$ cat src/rtl/tick_ctrl_pkg.sv
// tick_ctrl shared types and constants.
// State encoding, mode codes and the reset divide ratio.
package tick_ctrl_pkg;

    typedef enum logic [0:0] {
        ST_IDLE = 1'b0,
        ST_RUN  = 1'b1
    } state_t;

    localparam logic MODE_PERIODIC = 1'b0;
    localparam logic MODE_ONESHOT  = 1'b1;

    localparam int unsigned TICK_DEFAULT_DIV = 6250000;

endpackage

$ cat src/rtl/tick_ctrl_if.sv
// tick_ctrl configuration port.
// valid/ready handshake carrying divide ratio and mode.
interface tick_ctrl_if #(
    parameter int WIDTH = 23
);
    logic             cfg_valid;
    logic             cfg_ready;
    logic [WIDTH-1:0] cfg_div;
    logic             cfg_mode;

    modport master (
        output cfg_valid,
        output cfg_div,
        output cfg_mode,
        input  cfg_ready
    );

    modport slave (
        input  cfg_valid,
        input  cfg_div,
        input  cfg_mode,
        output cfg_ready
    );
endinterface

$ cat src/rtl/tick_ctrl_counter.sv
// tick_counter: WIDTH-bit counter with clear, enable and terminal value.
// o_wrap is a combinational strobe; the owner registers it.
module tick_counter #(
    parameter int WIDTH = 23
) (
    input  logic             clk,
    input  logic             rst_n,
    input  logic             i_clr,
    input  logic             i_en,
    input  logic [WIDTH-1:0] i_term,
    output logic [WIDTH-1:0] o_count,
    output logic             o_wrap
);
    logic [WIDTH-1:0] r_count;

    assign o_wrap  = i_en && (r_count == i_term);
    assign o_count = r_count;

    // count up to the terminal value, then fold back to zero
    always_ff @(posedge clk or negedge rst_n) begin
        if (!rst_n) begin
            r_count <= '0;
        end else if (i_clr) begin
            r_count <= '0;
        end else if (i_en) begin
            r_count <= o_wrap ? '0 : r_count + 1'b1;
        end
    end
endmodule

$ cat src/rtl/tick_ctrl.sv
// tick_ctrl: programmable tick-enable scheduler on CLOCK_50.
// Define TICK_CTRL_ONESHOT_EN to enable one-shot mode and done.
module tick_ctrl
    import tick_ctrl_pkg::*;
#(
    parameter int          WIDTH       = 23,
    parameter int unsigned DEFAULT_DIV = TICK_DEFAULT_DIV
) (
    input  logic             CLOCK_50,
    input  logic             reset,
    tick_ctrl_if.slave       cfg,
    input  logic             start,
    input  logic             stop,
    output logic             tick,
    output logic             busy,
    output logic             done,
    output logic [WIDTH-1:0] count
);
    localparam logic [WIDTH-1:0] DIV_RST = WIDTH'(DEFAULT_DIV);

    state_t           r_state;
    logic [WIDTH-1:0] r_div;
    logic [WIDTH-1:0] r_term;
    logic             r_tick;

    logic             w_run;
    logic             w_accept;
    logic             w_clr;
    logic             w_en;
    logic             w_wrap;
    logic [WIDTH-1:0] w_load_term;

    assign w_run    = (r_state == ST_RUN);
    assign w_accept = cfg.cfg_valid && cfg.cfg_ready;
    assign w_clr    = !w_run || start || stop;
    assign w_en     = w_run && !start && !stop;

    // a ratio of zero behaves as one
    assign w_load_term = (r_div == '0) ? '0 : r_div - 1'b1;

    assign cfg.cfg_ready = !w_run;
    assign busy          = w_run;
    assign tick          = r_tick;

    tick_counter #(
        .WIDTH (WIDTH)
    ) u_cnt (
        .clk     (CLOCK_50),
        .rst_n   (reset),
        .i_clr   (w_clr),
        .i_en    (w_en),
        .i_term  (r_term),
        .o_count (count),
        .o_wrap  (w_wrap)
    );

`ifdef TICK_CTRL_ONESHOT_EN
    logic r_mode;
    logic r_run_mode;
    logic r_done;

    assign done = r_done;

    // config registers load only on an accepted request
    always_ff @(posedge CLOCK_50 or negedge reset) begin
        if (!reset) begin
            r_div  <= DIV_RST;
            r_mode <= MODE_PERIODIC;
        end else if (w_accept) begin
            r_div  <= cfg.cfg_div;
            r_mode <= cfg.cfg_mode;
        end
    end

    // run FSM; ratio and mode are latched at start
    always_ff @(posedge CLOCK_50 or negedge reset) begin
        if (!reset) begin
            r_state    <= ST_IDLE;
            r_term     <= '0;
            r_run_mode <= MODE_PERIODIC;
            r_tick     <= 1'b0;
            r_done     <= 1'b0;
        end else begin
            r_tick <= 1'b0;
            r_done <= 1'b0;
            unique case (r_state)
                ST_IDLE: begin
                    if (start && !stop) begin
                        r_state    <= ST_RUN;
                        r_term     <= w_load_term;
                        r_run_mode <= r_mode;
                    end
                end
                ST_RUN: begin
                    if (stop) begin
                        r_state <= ST_IDLE;
                    end else if (start) begin
                        r_term     <= w_load_term;
                        r_run_mode <= r_mode;
                    end else if (w_wrap) begin
                        r_tick <= 1'b1;
                        if (r_run_mode == MODE_ONESHOT) begin
                            r_done  <= 1'b1;
                            r_state <= ST_IDLE;
                        end
                    end
                end
                default: r_state <= ST_IDLE;
            endcase
        end
    end
`else
    logic w_unused_mode;

    assign w_unused_mode = cfg.cfg_mode;
    assign done          = 1'b0;

    // divide ratio loads only on an accepted request
    always_ff @(posedge CLOCK_50 or negedge reset) begin
        if (!reset) begin
            r_div <= DIV_RST;
        end else if (w_accept) begin
            r_div <= cfg.cfg_div;
        end
    end

    // run FSM; ratio is latched at start, always periodic
    always_ff @(posedge CLOCK_50 or negedge reset) begin
        if (!reset) begin
            r_state <= ST_IDLE;
            r_term  <= '0;
            r_tick  <= 1'b0;
        end else begin
            r_tick <= 1'b0;
            unique case (r_state)
                ST_IDLE: begin
                    if (start && !stop) begin
                        r_state <= ST_RUN;
                        r_term  <= w_load_term;
                    end
                end
                ST_RUN: begin
                    if (stop) begin
                        r_state <= ST_IDLE;
                    end else if (start) begin
                        r_term <= w_load_term;
                    end else if (w_wrap) begin
                        r_tick <= 1'b1;
                    end
                end
                default: r_state <= ST_IDLE;
            endcase
        end
    end
`endif
endmodule

$ cat src/flat_wrapper.sv
// flat-port wrapper written by rule: the top's interface ports become plain ports
module tick_ctrl_flat import tick_ctrl_pkg::*;
#(
    parameter int          WIDTH       = 23,
    parameter int unsigned DEFAULT_DIV = TICK_DEFAULT_DIV
)
  (CLOCK_50, reset, start, stop, tick, busy, done, count, cfg_cfg_valid, cfg_cfg_div, cfg_cfg_mode, cfg_cfg_ready);
  tick_ctrl_if #(.WIDTH(WIDTH)) cfg_i ();
  input  logic CLOCK_50;
  input  logic reset;
  input  logic start;
  input  logic stop;
  output logic tick;
  output logic busy;
  output logic done;
  output logic [WIDTH-1:0] count;
  input wire logic [$bits(cfg_i.cfg_valid)-1:0] cfg_cfg_valid;
  input wire logic [$bits(cfg_i.cfg_div)-1:0] cfg_cfg_div;
  input wire logic [$bits(cfg_i.cfg_mode)-1:0] cfg_cfg_mode;
  output wire logic [$bits(cfg_i.cfg_ready)-1:0] cfg_cfg_ready;
  assign cfg_i.cfg_valid = cfg_cfg_valid;
  assign cfg_i.cfg_div = cfg_cfg_div;
  assign cfg_i.cfg_mode = cfg_cfg_mode;
  assign cfg_cfg_ready = cfg_i.cfg_ready;
  tick_ctrl #(.WIDTH(WIDTH), .DEFAULT_DIV(DEFAULT_DIV)) u_core (.CLOCK_50(CLOCK_50), .reset(reset), .cfg(cfg_i), .start(start), .stop(stop), .tick(tick), .busy(busy), .done(done), .count(count));
endmodule
$ cat config.mk
export PLATFORM = sky130hd
export DESIGN_NAME = tick_ctrl_flat
export DESIGN_NICKNAME = d
export VERILOG_FILES = /design/src/rtl/tick_ctrl_pkg.sv /design/src/rtl/tick_ctrl_if.sv /design/src/rtl/tick_ctrl_counter.sv /design/src/rtl/tick_ctrl.sv /design/src/flat_wrapper.sv
export SDC_FILE = /design/constraint.sdc
export NUM_CORES = 1
export LEC_CHECK = 0
export ABC_AREA = 1
export ABC_CLOCK_PERIOD_IN_PS = 1500
export CORE_AREA = 4 4 107 109
export DETAILED_ROUTE_END_ITERATION = 10
export DIE_AREA = 0 0 111 113
export GPL_ROUTABILITY_DRIVEN = 0
export PLACE_DENSITY = 0.73
export SLEW_MARGIN = 20
export SYNTH_ARGS = -nofsm -noshare
export SYNTH_HDL_FRONTEND = slang
export SYNTH_SLANG_ARGS = --single-unit
$ cat constraint.sdc
create_clock -name CLOCK_50 -period 1.5 [get_ports CLOCK_50]
set_input_delay 0.3 -clock CLOCK_50 [delete_from_list [all_inputs] [get_ports CLOCK_50]]
set_output_delay 0.3 -clock CLOCK_50 [all_outputs]
set_load 0.01 [all_outputs]
Yosys cells after proc, flatten, opt, wreduce, memory -nomap -nowiden
Cells that the tools add are included.
- logic and storage cells: 40
- bits in registers: 71
- output and inout bits: 27
- bits of input ports: 29
- add/sub/neg operators: 2
- eq/ne operators: 4
- bitwise operators: 1
- muxes and demuxes: 15
- reduce and logical (&&, ||, !) cells: 13
- operators with widths (cell ; number):
    2-to-1 mux 23 bit ; 7
    one-hot mux 23 bit (2 select lines) ; 1
    adder 23 x 1 -> 23 bit, second input constant ; 1
    equality test 23 bit ; 1
    zero test 23 bit ; 1
    subtractor 23 x 1 -> 23 bit, second input constant ; 1
    2-to-1 mux 1 bit ; 6
    logical AND 1 bit ; 5
    != test 2 bit, second input constant ; 2
    zero test 1 bit ; 3
    AND reduction 3 bit ; 1
    logical OR 1 bit ; 2
    != test 2 x 1 -> 1 bit, second input constant ; 1
    one-hot mux 1 bit (2 select lines) ; 1
    nonzero test 2 bit ; 1
    NOT 1 bit ; 1

Logic depth before layout (Yosys ltp)
Gate-level depths: netlist of run 1.
- word-level depth: 8
- gate-level depth with buffers: 11

By module
A second synthesis of run 1 with hierarchy kept.
- cell total of the unflattened synthesis: 656
- area total of the unflattened synthesis: 4631.9 um^2
- modules (own cells, without submodules) (module ; cells each ; area an instance (um^2) ; instances ; seq. area each (um^2)):
    tick_ctrl ; 277 ; 2403.6 ; 1 ; 1216.2
    tick_counter ; 379 ; 2228.4 ; 1 ; 575.6

Least setup slack after synthesis of run 1
Ideal clock, no wire load.
- path kind: register to register
- from: reg u_core.r_div[0]
- to: reg u_core.r_term[0]
- stages on the path, launching flop included: 9
- data arrival time: 1.316 ns
- data required time: 1.368 ns
- period minus slack after synthesis: 1.448 ns
- slack: 0.052 ns
- path through: dfrtp_1 inv_1 ha_1 nand2_2 nor2_4 nand3_2 o21ai_2 buf_4 o22ai_1
- word-level cells in the longest chain between the ends: 5
- RTL lines (item ; RTL line ; source):
    start, declared ; tick_ctrl.sv:22 ; logic [WIDTH-1:0] r_div;
    start signal, assigned ; tick_ctrl.sv:123 ; r_div <= cfg.cfg_div;
    subtractor 23 x 1 -> 23 bit / zero test 23 bit (equally long branches) ; tick_ctrl.sv:39 ; assign w_load_term = (r_div == '0) ? '0 : r_div - 1'b1;
    2-to-1 mux 23 bit * ; tick_ctrl.sv:39 ;
    2-to-1 mux 23 bit ; tick_ctrl.sv:145 ; end else if (start) begin
    2-to-1 mux 23 bit ; tick_ctrl.sv:143 ; if (stop) begin
    one-hot mux 23 bit (2 select lines) * ; tick_ctrl.sv:135 ; unique case (r_state)
    end signal, assigned ; tick_ctrl.sv:139 ; r_term <= w_load_term;
    end signal, assigned ; tick_ctrl.sv:146 ; r_term <= w_load_term;
    end, declared ; tick_ctrl.sv:23 ; logic [WIDTH-1:0] r_term;
Every way passes the cells marked *; elsewhere a longest branch is shown, timed or not. The select of a mux whose other input is x is not followed.
A chain may end at the register's enable or synchronous reset.

Worst setup path after layout of run 1
- from: reg u_core.u_cnt.r_count[4], in the netlist u_core.u_cnt.o_count[4]
- to: reg u_core.u_cnt.r_count[3], in the netlist u_core.u_cnt.o_count[3]
- word-level cells in the longest chain between the ends: 5
- RTL lines (item ; RTL line ; source):
    start, declared ; tick_ctrl_counter.sv:14 ; logic [WIDTH-1:0] r_count;
    start signal, assigned ; tick_ctrl_counter.sv:26 ; r_count <= o_wrap ? '0 : r_count + 1'b1;
    equality test 23 bit ; tick_ctrl_counter.sv:16 ; assign o_wrap = i_en && (r_count == i_term);
    logical AND 1 bit ; tick_ctrl_counter.sv:16 ;
    2-to-1 mux 23 bit ; tick_ctrl_counter.sv:26 ;
    2-to-1 mux 23 bit ; tick_ctrl_counter.sv:25 ; end else if (i_en) begin
    2-to-1 mux 23 bit ; tick_ctrl_counter.sv:23 ; end else if (i_clr) begin
Every way passes these cells. The select of a mux whose other input is x is not followed.

==> impl_metrics.json, run 1 <==
{
  "post-route-cell-area_um2": 5810,
  "yosysTopAreaCellShare_pct": 36.0,
  "yosysTopAreaCell": "sky130_fd_sc_hd__dfrtp_1",
  "yosys.area_share.simple_pct": 32.8,
  "start_util_pct": 38.6,
  "critical_path_required_ns": 1.74,
  "detailroute.wirelength.met2_um": 5890,
  "yosys_warnings": 0,
  "tritoncts_num_sinks": 71,
  "tritoncts": "yes",
  "clock.fmax_mhz": 599,
  "std_cell_rows": 38,
  "timing.critical_path.arrival_ns": 1.91,
  "fraction_of_synthesized_area_in_multiplexers_pct": 0.275,
  "first_global_vias": 3934,
  "drc": 0,
  "clockRootBuffer": "sky130_fd_sc_hd__clkbuf_8",
  "wl_met1_um": 4650,
  "floorplan.die_area_um2": 12500,
  "post_synthesis_cell_area_um2": 4100,
  "power.static_leakage_uw": 0.00284,
  "filler_cell_count": 936,
  "core-area_um2": 10600,
  "avg_synthesized_cell_area_um2": 7.13,
  "antenna_left": 0,
  "antenna_cells_inserted": 0,
  "die-height_um": 113,
  "drt_first_pass_iters": 5,
  "reg2reg_depth": 10,
  "synth_top_family_by_area": "simple AND/OR/NAND/NOR gates",
  "via_per_inst": 4.87,
  "cts_inserted_buffers": 9,
  "routed_wirelength_um": 11600,
  "power_per_cell_area_nw_per_um2": 877,
  "synth_xor_xnor_area_share_pct": 6.20,
  "critical_path.endpoint_type": "register",
  "wl_met3_um": 574,
  "multi_input_area_um2": 2190,
  "final_layout_size_suffix_gt1_share_pct": 25.4,
  "area.growth.synth_to_final_pct": 41.9,
  "timing.max_cap.violations": 0,
  "r2r-end": "u_core.u_cnt.o_count[3]",
  "layout.area.seq_um2": 1810,
  "post_drt_wl_per_cell_um": 13.8,
  "half_perimeter_wire_length_after_placement_um": 7840,
  "dr_total_vias": 4078,
  "io_pins": 56,
  "gr-usage-all-layers_pct": 17.9,
  "endpoints_failing_hold": 0,
  "crit_type": "register to register",
  "setup_repair_after_global_routing_missed_its_margin": "yes",
  "synth_top_cells_by_area": "sky130_fd_sc_hd__dfrtp_1 (36%), sky130_fd_sc_hd__nand2_1 (15%), sky130_fd_sc_hd__nor2_1 (10%)",
  "initialDrtViolationCount": 214,
  "crit_path_end": "u_core.u_cnt.o_count[3]",
  "yosys_register_bits": 71,
  "final_period_minus_worst_setup_slack_ns": 1.67,
  "postPlaceCellArea_um2": 5060,
  "clockBufferDepth": 2,
  "nNetsFinal": 723,
  "final-max-slew-violation-count": 0,
  "crit_fanout": 6,
  "grt_first_pass_wirelength_um": 18300,
  "clock_latency_ns": 0.36,
  "max-vdd-ir-drop_uv": 608,
  "share_of_the_clock_period_used_by_the_worst_path_after_layout_pct": 111,
  "violations_in_the_final_reports": "setup timing",
  "worst_hold_slack_ns": 0.482,
  "r2r_startpoint": "u_core.u_cnt.o_count[4]",
  "setup-violations-final": 45,
  "overall_power_of_the_completed_layout_uw": 5100,
  "worst_slack_ns": -0.171,
  "min-delay-path-class": "primary input to async pin",
  "chipWidth_um": 111,
  "synth_nets": 606,
  "netlist_instances": 575,
  "seq_area_frac_synth_pct": 43.7,
  "fin_worst_skew_ns": 0.00732,
  "buffer_ports.inserted": 53,
  "final_core_utilization_pct": 54.8,
  "ff2ff_setup_slack_ns": -0.17,
  "globalRouteOverflowTotal": 0,
  "clk_transition_reported_paths_ns": 0.07,
  "setup.worst_path.start_class": "register",
  "outcome": "finished, violations left",
  "grt_antenna_before_repair": 0,
  "pin_count_of_the_biggest_net_entering_global_routing": 72,
  "cp-startpoint": "u_core.u_cnt.o_count[4]",
  "maxUsedRoutingLayer": "met4",
  "yosysUniqueCellTypes": 31,
  "synth_compound_area_share_pct": 6.66,
  "post_synth_fa_ha_maj_area_fraction_pct": 0.611,
  "cts.htree.levels": 3,
  "fin_tns_setup_ns": -5.86
}
## power breakdown
| group | total [uW] | internal (uW) | switching (uW) |
|---|---|---|---|
| Sequential | 2310 | 2140 | 171 |
| Combinational | 1030 | 460 | 572 |
| Clock | 1750 | 1030 | 728 |
| Total | 5100 | 3630 | 1470 |
## worst min-delay path by stage
| stage | depth (start not counted) | endpoint |
|---|---|---|
| after floorplan | 0 | u_core.busy |
| after global placement | 2 | u_core.busy |
| after detailed placement | 2 | u_core.r_div[15] |
| after CTS | 3 | u_core.r_div[14] |
| after global routing | 3 | u_core.r_div[14] |
| final | 3 | u_core.r_div[15] |
## synth_stat cells
cell type	count
sky130_fd_sc_hd__o21ai_1	12
sky130_fd_sc_hd__ha_1	2
sky130_fd_sc_hd__mux2_2	1
sky130_fd_sc_hd__o211ai_1	1
sky130_fd_sc_hd__nand3_1	20
sky130_fd_sc_hd__xor2_1	27
sky130_fd_sc_hd__nand2_2	3
sky130_fd_sc_hd__buf_6	2
sky130_fd_sc_hd__dfstp_2	12
sky130_fd_sc_hd__o22ai_1	9
sky130_fd_sc_hd__dfrtp_1	59
sky130_fd_sc_hd__nand3_2	2
sky130_fd_sc_hd__o21ai_2	1
sky130_fd_sc_hd__nor2_1	109
sky130_fd_sc_hd__a21oi_1	23
sky130_fd_sc_hd__nor3_4	2
sky130_fd_sc_hd__inv_2	1
sky130_fd_sc_hd__conb_1	1
sky130_fd_sc_hd__nand2_1	163
sky130_fd_sc_hd__xnor2_1	2
sky130_fd_sc_hd__nor3_1	5
sky130_fd_sc_hd__inv_1	86
sky130_fd_sc_hd__buf_4	3
sky130_fd_sc_hd__nor3_2	1
sky130_fd_sc_hd__clkbuf_1	6
sky130_fd_sc_hd__nand4_1	8
sky130_fd_sc_hd__nor4_1	2
sky130_fd_sc_hd__o21ai_0	5
sky130_fd_sc_hd__nor2_2	4
sky130_fd_sc_hd__nor2_4	2
sky130_fd_sc_hd__nand3b_1	1
## what timing repair did
action	CTS	global route
setup endpoints to repair	71	48
pin swaps	5	14
hold buffers	1	0
endpoints found under the hold margin	59	0
cloned	0	5
setup buffers	14	7
resized for setup	48	68
## stage by stage
step,std cells,setup WS [ns]
floorplan,575,0.0520
global placement,794,-0.216
detailed placement,794,-0.241
CTS,825,-0.122
global route,837,-0.239
finish,837,-0.171
## layer usage
layer | vias up | global-route usage, %
li1 | 2000 | -
met1 | 1903 | 21.3
met5 | - | 0
met2 | 135 | 31.6
met4 | 0 | 7.64
met3 | 40 | 3.32
## state kept, by name, indices dropped and copies added (netlist names)
register	cells
u_core.busy	1
u_core.r_div	23
u_core.r_term	23
u_core.tick	1
u_core.u_cnt.o_count	23
## critical path, stage by stage (launching register included)
cell,delay [ns]
sky130_fd_sc_hd__dfrtp_1,0.41
sky130_fd_sc_hd__buf_6,0.13
sky130_fd_sc_hd__buf_6,0.11
sky130_fd_sc_hd__xor2_2,0.17
sky130_fd_sc_hd__nor2_1,0.12
sky130_fd_sc_hd__nand2_1,0.07
sky130_fd_sc_hd__nor2_1,0.09
sky130_fd_sc_hd__nand3_1,0.11
sky130_fd_sc_hd__nand2_4,0.13
sky130_fd_sc_hd__clkbuf_16,0.17
sky130_fd_sc_hd__nor2_2,0.04
## layout by cell type (no fill, tap or decap), types with 9 or more instances in the layout
cell,synthesis,layout
sky130_fd_sc_hd__nand2_1,163,155
sky130_fd_sc_hd__nor2_1,109,88
sky130_fd_sc_hd__inv_1,86,83
sky130_fd_sc_hd__buf_4,3,51
sky130_fd_sc_hd__dfrtp_1,59,47
sky130_fd_sc_hd__clkdlybuf4s50_1,0,26
sky130_fd_sc_hd__xor2_1,27,25
sky130_fd_sc_hd__dlygate4sd2_1,0,24
sky130_fd_sc_hd__a21oi_1,23,23
sky130_fd_sc_hd__nor2_2,4,21
sky130_fd_sc_hd__nand3_1,20,19
sky130_fd_sc_hd__o21ai_2,1,12
sky130_fd_sc_hd__dfstp_2,12,12
sky130_fd_sc_hd__dfrtp_2,0,12
sky130_fd_sc_hd__clkbuf_8,0,11
sky130_fd_sc_hd__o22ai_2,0,9
## kinds of logic after synthesis
kind of cell / Yosys count
AND/OR/NAND/NOR: 322
buffers and inverters: 98
adder cells (fa/ha/maj): 2
flip-flops: 71
multiplexers: 1
other: 1
XOR/XNOR: 29
AO/OA/AOI/OAI: 51
## final cells by class
| cell class | count | area share (%) |
|---|---|---|
| timing repair buffer | 117 | 18.8 |
| clock buffer | 13 | 2.73 |
| tap | 140 | 3.01 |
| clock inverter | 3 | 1.12 |
| inverter | 87 | 5.62 |
| multi-input combinational | 406 | 37.6 |
| sequential | 71 | 31.1 |
Power figures use the tool's default switching activity.
==> inputs of run 2 (changes only) <==
--- a/config.mk
+++ b/config.mk
@@ -8,6 +8,7 @@
 export ABC_AREA = 1
 export ABC_CLOCK_PERIOD_IN_PS = 1500
 export CORE_AREA = 4 4 107 109
+export CTS_BUF_LIST = sky130_fd_sc_hd__clkbuf_2
 export DETAILED_ROUTE_END_ITERATION = 10
 export DIE_AREA = 0 0 111 113
 export GPL_ROUTABILITY_DRIVEN = 0
==> run 2 against run 1 <==
Effect of this change: the flow still finishes with violations (setup timing); non-clock buffer count up 32; sequential share of layout area is 1.5 points lower; core utilization grew 2.8 points; first-iteration DRC count is 18% higher; critical path depth increased by 1; fmax down 2.5%; routed wire length up 6.6%; largest power group unchanged.
==> impl_metrics.json, run 2 (synthesis gave the netlist of run 1 again) <==
{
  "filler_cell_count": 882,
  "postPlaceCellArea_um2": 5060,
  "clockBufferDepth": 2,
  "chipWidth_um": 111,
  "timing.max_cap.violations": 0,
  "final_core_utilization_pct": 57.7,
  "power_per_cell_area_nw_per_um2": 772,
  "tritoncts": "yes",
  "clock_power_share_pct": 26.7,
  "std_cell_rows": 38,
  "post_drt_wl_per_cell_um": 14.2,
  "tritoncts_num_sinks": 71,
  "critical_path.endpoint_type": "register",
  "via_per_inst": 4.92,
  "antenna_left": 0,
  "max-vdd-ir-drop_uv": 605,
  "grt_first_pass_wirelength_um": 19500,
  "initialDrtViolationCount": 253,
  "violations_in_the_final_reports": "setup timing",
  "cts_inserted_buffers": 9,
  "buffer_ports.inserted": 53,
  "grt_antenna_before_repair": 0,
  "outcome": "finished, violations left",
  "globalRouteOverflowTotal": 0,
  "clock_latency_ns": 0.53,
  "routed_wirelength_um": 12300,
  "most-common-layout-cells": "sky130_fd_sc_hd__nand2_1 (149), sky130_fd_sc_hd__inv_1 (77), sky130_fd_sc_hd__nor2_1 (72)",
  "nNetsFinal": 755,
  "pin_count_of_the_biggest_net_entering_global_routing": 72,
  "dr_total_vias": 4275,
  "gr-usage-all-layers_pct": 19.0,
  "fin_worst_skew_ns": 0.0152,
  "place_ws_ns": -0.241,
  "power.static_leakage_uw": 0.00292,
  "pwr-share-seq_pct": 49.0,
  "post-route-cell-area_um2": 6110,
  "final-max-slew-violation-count": 0,
  "io_pins": 56,
  "layout.cells.most_common": "sky130_fd_sc_hd__nand2_1",
  "final_layout_size_suffix_gt1_share_pct": 36.1,
  "half_perimeter_wire_length_after_placement_um": 7840,
  "crit_fanout": 6,
  "worst_slack_ns": -0.213,
  "share_of_the_clock_period_used_by_the_worst_path_after_layout_pct": 114,
  "first_global_vias": 4306,
  "die-height_um": 113,
  "cts.htree.levels": 3,
  "floorplan.die_area_um2": 12500,
  "start_util_pct": 38.6,
  "endpoints_failing_hold": 0,
  "setup_repair_after_global_routing_missed_its_margin": "yes",
  "clock.fmax_mhz": 584,
  "crit_type": "register to register",
  "antenna_cells_inserted": 0,
  "clk_transition_reported_paths_ns": 0.20,
  "drc": 0,
  "critical_path_required_ns": 1.95,
  "power.combinational.fraction_pct": 24.2,
  "power_switching_uw": 1500,
  "clockRootBuffer": "sky130_fd_sc_hd__clkbuf_2",
  "final_period_minus_worst_setup_slack_ns": 1.71,
  "area.growth.synth_to_final_pct": 49.2,
  "drt_first_pass_iters": 5,
  "core-area_um2": 10600,
  "internal_power_uw": 3210,
  "power_switching_share_pct": 31.9,
  "setup-violations-final": 52,
  "min-delay-path-class": "primary input to async pin",
  "timing.critical_path.arrival_ns": 2.16,
  "setup.worst_path.start_class": "register"
}
[run 2: changes by cell type in the layout (fill, tap and decap cells not counted), moves of 5 or more]
| cell | change |
|---|---|
| sky130_fd_sc_hd__buf_6 | +24 |
| sky130_fd_sc_hd__dlygate4sd2_1 | -24 |
| sky130_fd_sc_hd__buf_4 | +16 |
| sky130_fd_sc_hd__nor2_1 | -16 |
| sky130_fd_sc_hd__clkbuf_2 | +14 |
| sky130_fd_sc_hd__buf_2 | +13 |
| sky130_fd_sc_hd__nor2_2 | +13 |
| sky130_fd_sc_hd__clkbuf_8 | -11 |
| sky130_fd_sc_hd__inv_1 | -6 |
| sky130_fd_sc_hd__nand2_1 | -6 |
| sky130_fd_sc_hd__nand2_2 | +5 |
[run 2: power by group through the flow]
| stage | combinational, uW | sequential (uW) | clock [uW] |
|---|---|---|---|
| 2_1_floorplan | 544 | 2290 | 0 |
| 3_3_place_gp | 813 | 2320 | 0 |
| 3_5_place_dp | 841 | 2330 | 0 |
| 4_1_cts | 1000 | 2290 | 1260 |
| 5_1_grt | 1270 | 2340 | 1350 |
| 6_report | 1140 | 2310 | 1260 |
[run 2: repair_timing]
action / CTS / global route
endpoints found under the setup margin: 71 / 60
resized for setup: 146 / 112
hold buffers: 1 / 0
pin swaps: 14 / 32
gates cloned: 2 / 4
setup buffers: 42 / 18
hold endpoints to repair: 59 / 0
[run 2: layout make-up]
cell class	instances	area, um^2	area share (%)
clock buffers	11	55.1	0.901
clock inverters	5	72.6	1.19
well taps	140	175	2.87
repair buffers	149	1370	22.4
multi-input cells	406	2310	37.7
flip-flops and latches	71	1810	29.5
inverters	87	332	5.42
[run 2: worst paths after layout]
kind	to	depth (start not counted)	slack, ns	startpoint
hold reg to reg	u_core.r_div[11]	2	0.50	u_core.r_div[11]
setup reg to reg	u_core.u_cnt.o_count[16]	11	-0.21	u_core.u_cnt.o_count[5]
max in group asynchronous	u_core.u_cnt.o_count[13]	3	0.87	reset
setup / recovery	u_core.u_cnt.o_count[16]	11	-0.21	u_core.u_cnt.o_count[5]
min in group CLOCK_50	u_core.r_div[14]	3	0.27	cfg_cfg_div[14]
hold / removal	u_core.r_div[15]	3	0.27	reset
[run 2: layer usage]
metal / wire [um] / vias up / track usage (%)
met3: 617 / 52 / 3.10
met4: 583 / 0 / 10.3
met5: 0 / - / 0
met2: 6260 / 149 / 33.9
met1: 4850 / 2017 / 21.9
li1: - / 2057 / -
[run 2: stage by stage]
step / setup TNS, ns / total power [uW] / hold slack [ns] / instances
2_1_floorplan: 0 / 2830 / 0.00441 / 575
3_3_place_gp: -6.21 / 3130 / 0.353 / 794
3_5_place_dp: -7.22 / 3170 / 0.355 / 794
4_1_cts: -4.19 / 4560 / 0.261 / 855
5_1_grt: -10.87 / 4960 / 0.241 / 869
6_report: -6.62 / 4720 / 0.267 / 869
[run 2: critical path, cell delays in order, from the launching register on]
cell	delay, ns
sky130_fd_sc_hd__dfrtp_1	0.45
sky130_fd_sc_hd__buf_4	0.14
sky130_fd_sc_hd__buf_4	0.14
sky130_fd_sc_hd__nand2_1	0.08
sky130_fd_sc_hd__nand2_2	0.07
sky130_fd_sc_hd__nor2_2	0.09
sky130_fd_sc_hd__nand2_1	0.06
sky130_fd_sc_hd__nor2_1	0.10
sky130_fd_sc_hd__nand3_1	0.12
sky130_fd_sc_hd__nand2_4	0.16
sky130_fd_sc_hd__clkbuf_16	0.18
sky130_fd_sc_hd__nor2_2	0.03
==> inputs of run 3 (changes only) <==
--- a/config.mk
+++ b/config.mk
@@ -11,8 +11,9 @@
 export CTS_BUF_LIST = sky130_fd_sc_hd__clkbuf_2
 export DETAILED_ROUTE_END_ITERATION = 10
 export DIE_AREA = 0 0 111 113
-export GPL_ROUTABILITY_DRIVEN = 0
-export PLACE_DENSITY = 0.73
+export DONT_BUFFER_PORTS = 1
+export MAX_ROUTING_LAYER = met4
+export PLACE_DENSITY = 0.66
 export SLEW_MARGIN = 20
 export SYNTH_ARGS = -nofsm -noshare
 export SYNTH_HDL_FRONTEND = slang
==> run 3 against run 2 <==
Effect of this change: the run ends with hold timing, setup timing left; sequential share of layout area grew 1.8 points; clock power is essentially flat; clock skew grew 0.0093 ns; die area is the same; non-clock buffer count shrank 33; critical path type is now register to output pin; critical endpoint is now count[10].
==> impl_metrics.json, run 3 (synthesis gave the netlist of run 1 again) <==
{
  "start_util_pct": 38.6,
  "layout.area.seq_um2": 1800,
  "worst_hold_slack_ns": -0.564,
  "share_of_the_clock_period_used_by_the_worst_path_after_layout_pct": 107,
  "most-common-layout-cells": "sky130_fd_sc_hd__nand2_1 (158), sky130_fd_sc_hd__inv_1 (80), sky130_fd_sc_hd__nor2_1 (75)",
  "std_cell_rows": 38,
  "first_global_vias": 3795,
  "ctsHoldBuffers": 25,
  "clk_transition_reported_paths_ns": 0.22,
  "setup.worst_path.start_class": "register",
  "cp_common_cell": "sky130_fd_sc_hd__buf_6",
  "outcome": "finished, violations left",
  "critical_path_required_ns": 1.20,
  "area.growth.synth_to_final_pct": 40.4,
  "max-vdd-ir-drop_uv": 438,
  "fin_worst_skew_ns": 0.0245,
  "min-delay-path-class": "primary input to async pin",
  "nNetsFinal": 722,
  "cts_inserted_buffers": 9,
  "pin_count_of_the_biggest_net_entering_global_routing": 72,
  "violations_in_the_final_reports": "hold timing, setup timing",
  "timing.critical_path.arrival_ns": 1.31,
  "clockBufferDepth": 2,
  "grt_first_pass_wirelength_um": 18000,
  "worst_slack_ns": -0.110,
  "place_inst": 765,
  "crit_type": "register to output pin",
  "setup_repair_after_global_routing_missed_its_margin": "yes",
  "final_cells": 836,
  "power_per_cell_area_nw_per_um2": 780,
  "tritoncts_num_sinks": 71,
  "post_drt_wl_per_cell_um": 13.2,
  "clock_latency_ns": 0.52,
  "final_layout_size_suffix_gt1_share_pct": 29.3,
  "filler_cell_count": 1008,
  "cts.htree.levels": 3,
  "crit_path_cell_trace": "buf_4 -> buf_6 -> buf_6",
  "via_per_inst": 4.69,
  "setup-violations-final": 47,
  "antenna_left": 0,
  "floorplan.die_area_um2": 12500,
  "core-area_um2": 10600,
  "buffer_ports.inserted": 0,
  "initialDrtViolationCount": 161,
  "routed_wirelength_um": 11100,
  "grt_antenna_before_repair": 0,
  "clockRootBuffer": "sky130_fd_sc_hd__clkbuf_2",
  "endpoints_failing_hold": 71,
  "critPathMaxStageDelay_ns": 0.45,
  "power.static_leakage_uw": 0.00270,
  "gr-usage-all-layers_pct": 18.1,
  "io_pins": 56,
  "chipWidth_um": 111,
  "critical_path.endpoint_type": "output pin",
  "postPlaceCellArea_um2": 4690,
  "antenna_cells_inserted": 0,
  "half_perimeter_wire_length_after_placement_um": 7780,
  "crit_slowest_cell": "sky130_fd_sc_hd__dfrtp_1",
  "post-route-cell-area_um2": 5750,
  "final_period_minus_worst_setup_slack_ns": 1.61,
  "multi_input_area_um2": 2180,
  "place_ws_ns": -0.0293,
  "dr_total_vias": 3924,
  "crit_fanout": 2,
  "drt_first_pass_iters": 5,
  "die-height_um": 113,
  "gp_routability_congestion": 0.857,
  "timing.max_cap.violations": 0,
  "final-max-slew-violation-count": 0,
  "layout.cells.most_common": "sky130_fd_sc_hd__nand2_1",
  "clock.fmax_mhz": 621,
  "drc": 0,
  "fin_tns_setup_ns": -2.21,
  "tritoncts": "yes",
  "globalRouteOverflowTotal": 0
}
-- run 3: final timing paths --
check                                         start          endpoint  slack [ns]  depth (start not counted)
max                        u_core.u_cnt.o_count[10]         count[10]       -0.11                          3
min                                           reset   u_core.r_div[5]       -0.56                          0
max reg2reg                         u_core.r_div[8]  u_core.r_term[3]       -0.10                          8
min reg2reg                        u_core.r_div[11]  u_core.r_div[11]        0.50                          2
max in group asynchronous                     reset  u_core.r_div[11]        1.86                          0
min in group CLOCK_50                 cfg_cfg_valid  u_core.r_div[13]        0.06                          2
-- run 3: area by class of cell --
class	instances	share of cell area [%]
Timing Repair Buffer	116	19.7
Clock inverter	6	1.48
Inverter	87	5.68
Clock buffer	10	0.870
Tap cell	140	3.04
Sequential cell	71	31.3
Multi-Input combinational cell	406	37.9
-- run 3: report_power, final --
group	switching [uW]	internal (uW)
registers	165	2140
logic	503	407
clock network	722	551
total	1390	3100
-- run 3: metal layers --
metal | up-vias | GRT usage (%) | part of all wire (%)
met5 | - | - | 0
met4 | 0 | 3.78 | 1.7
met3 | 18 | 3.96 | 5.6
met2 | 117 | 31.1 | 50
met1 | 1796 | 22.1 | 42
li1 | 1993 | - | -
-- run 3: worst max-delay path: cells and delay by family (launching register included) --
family	cells	cell delay [ns]
buffers and inverters	3	0.37
flip-flops	1	0.45
-- run 3: per-stage QoR --
step / power [uW] / utilization (%)
after CTS: 4440 / 50.3
after detailed placement: 3060 / 44.2
after global routing: 4770 / 54.3
after global placement: 3040 / 44.2
final: 4490 / 54.3
after floorplan: 2830 / -
-- run 3: timing repair --
item	4_1_cts	5_1_grt
hold endpoints to repair	95	71
pin swaps	7	10
endpoints found under the setup margin	53	69
gates cloned	1	2
setup buffers	15	13
resized for setup	41	77
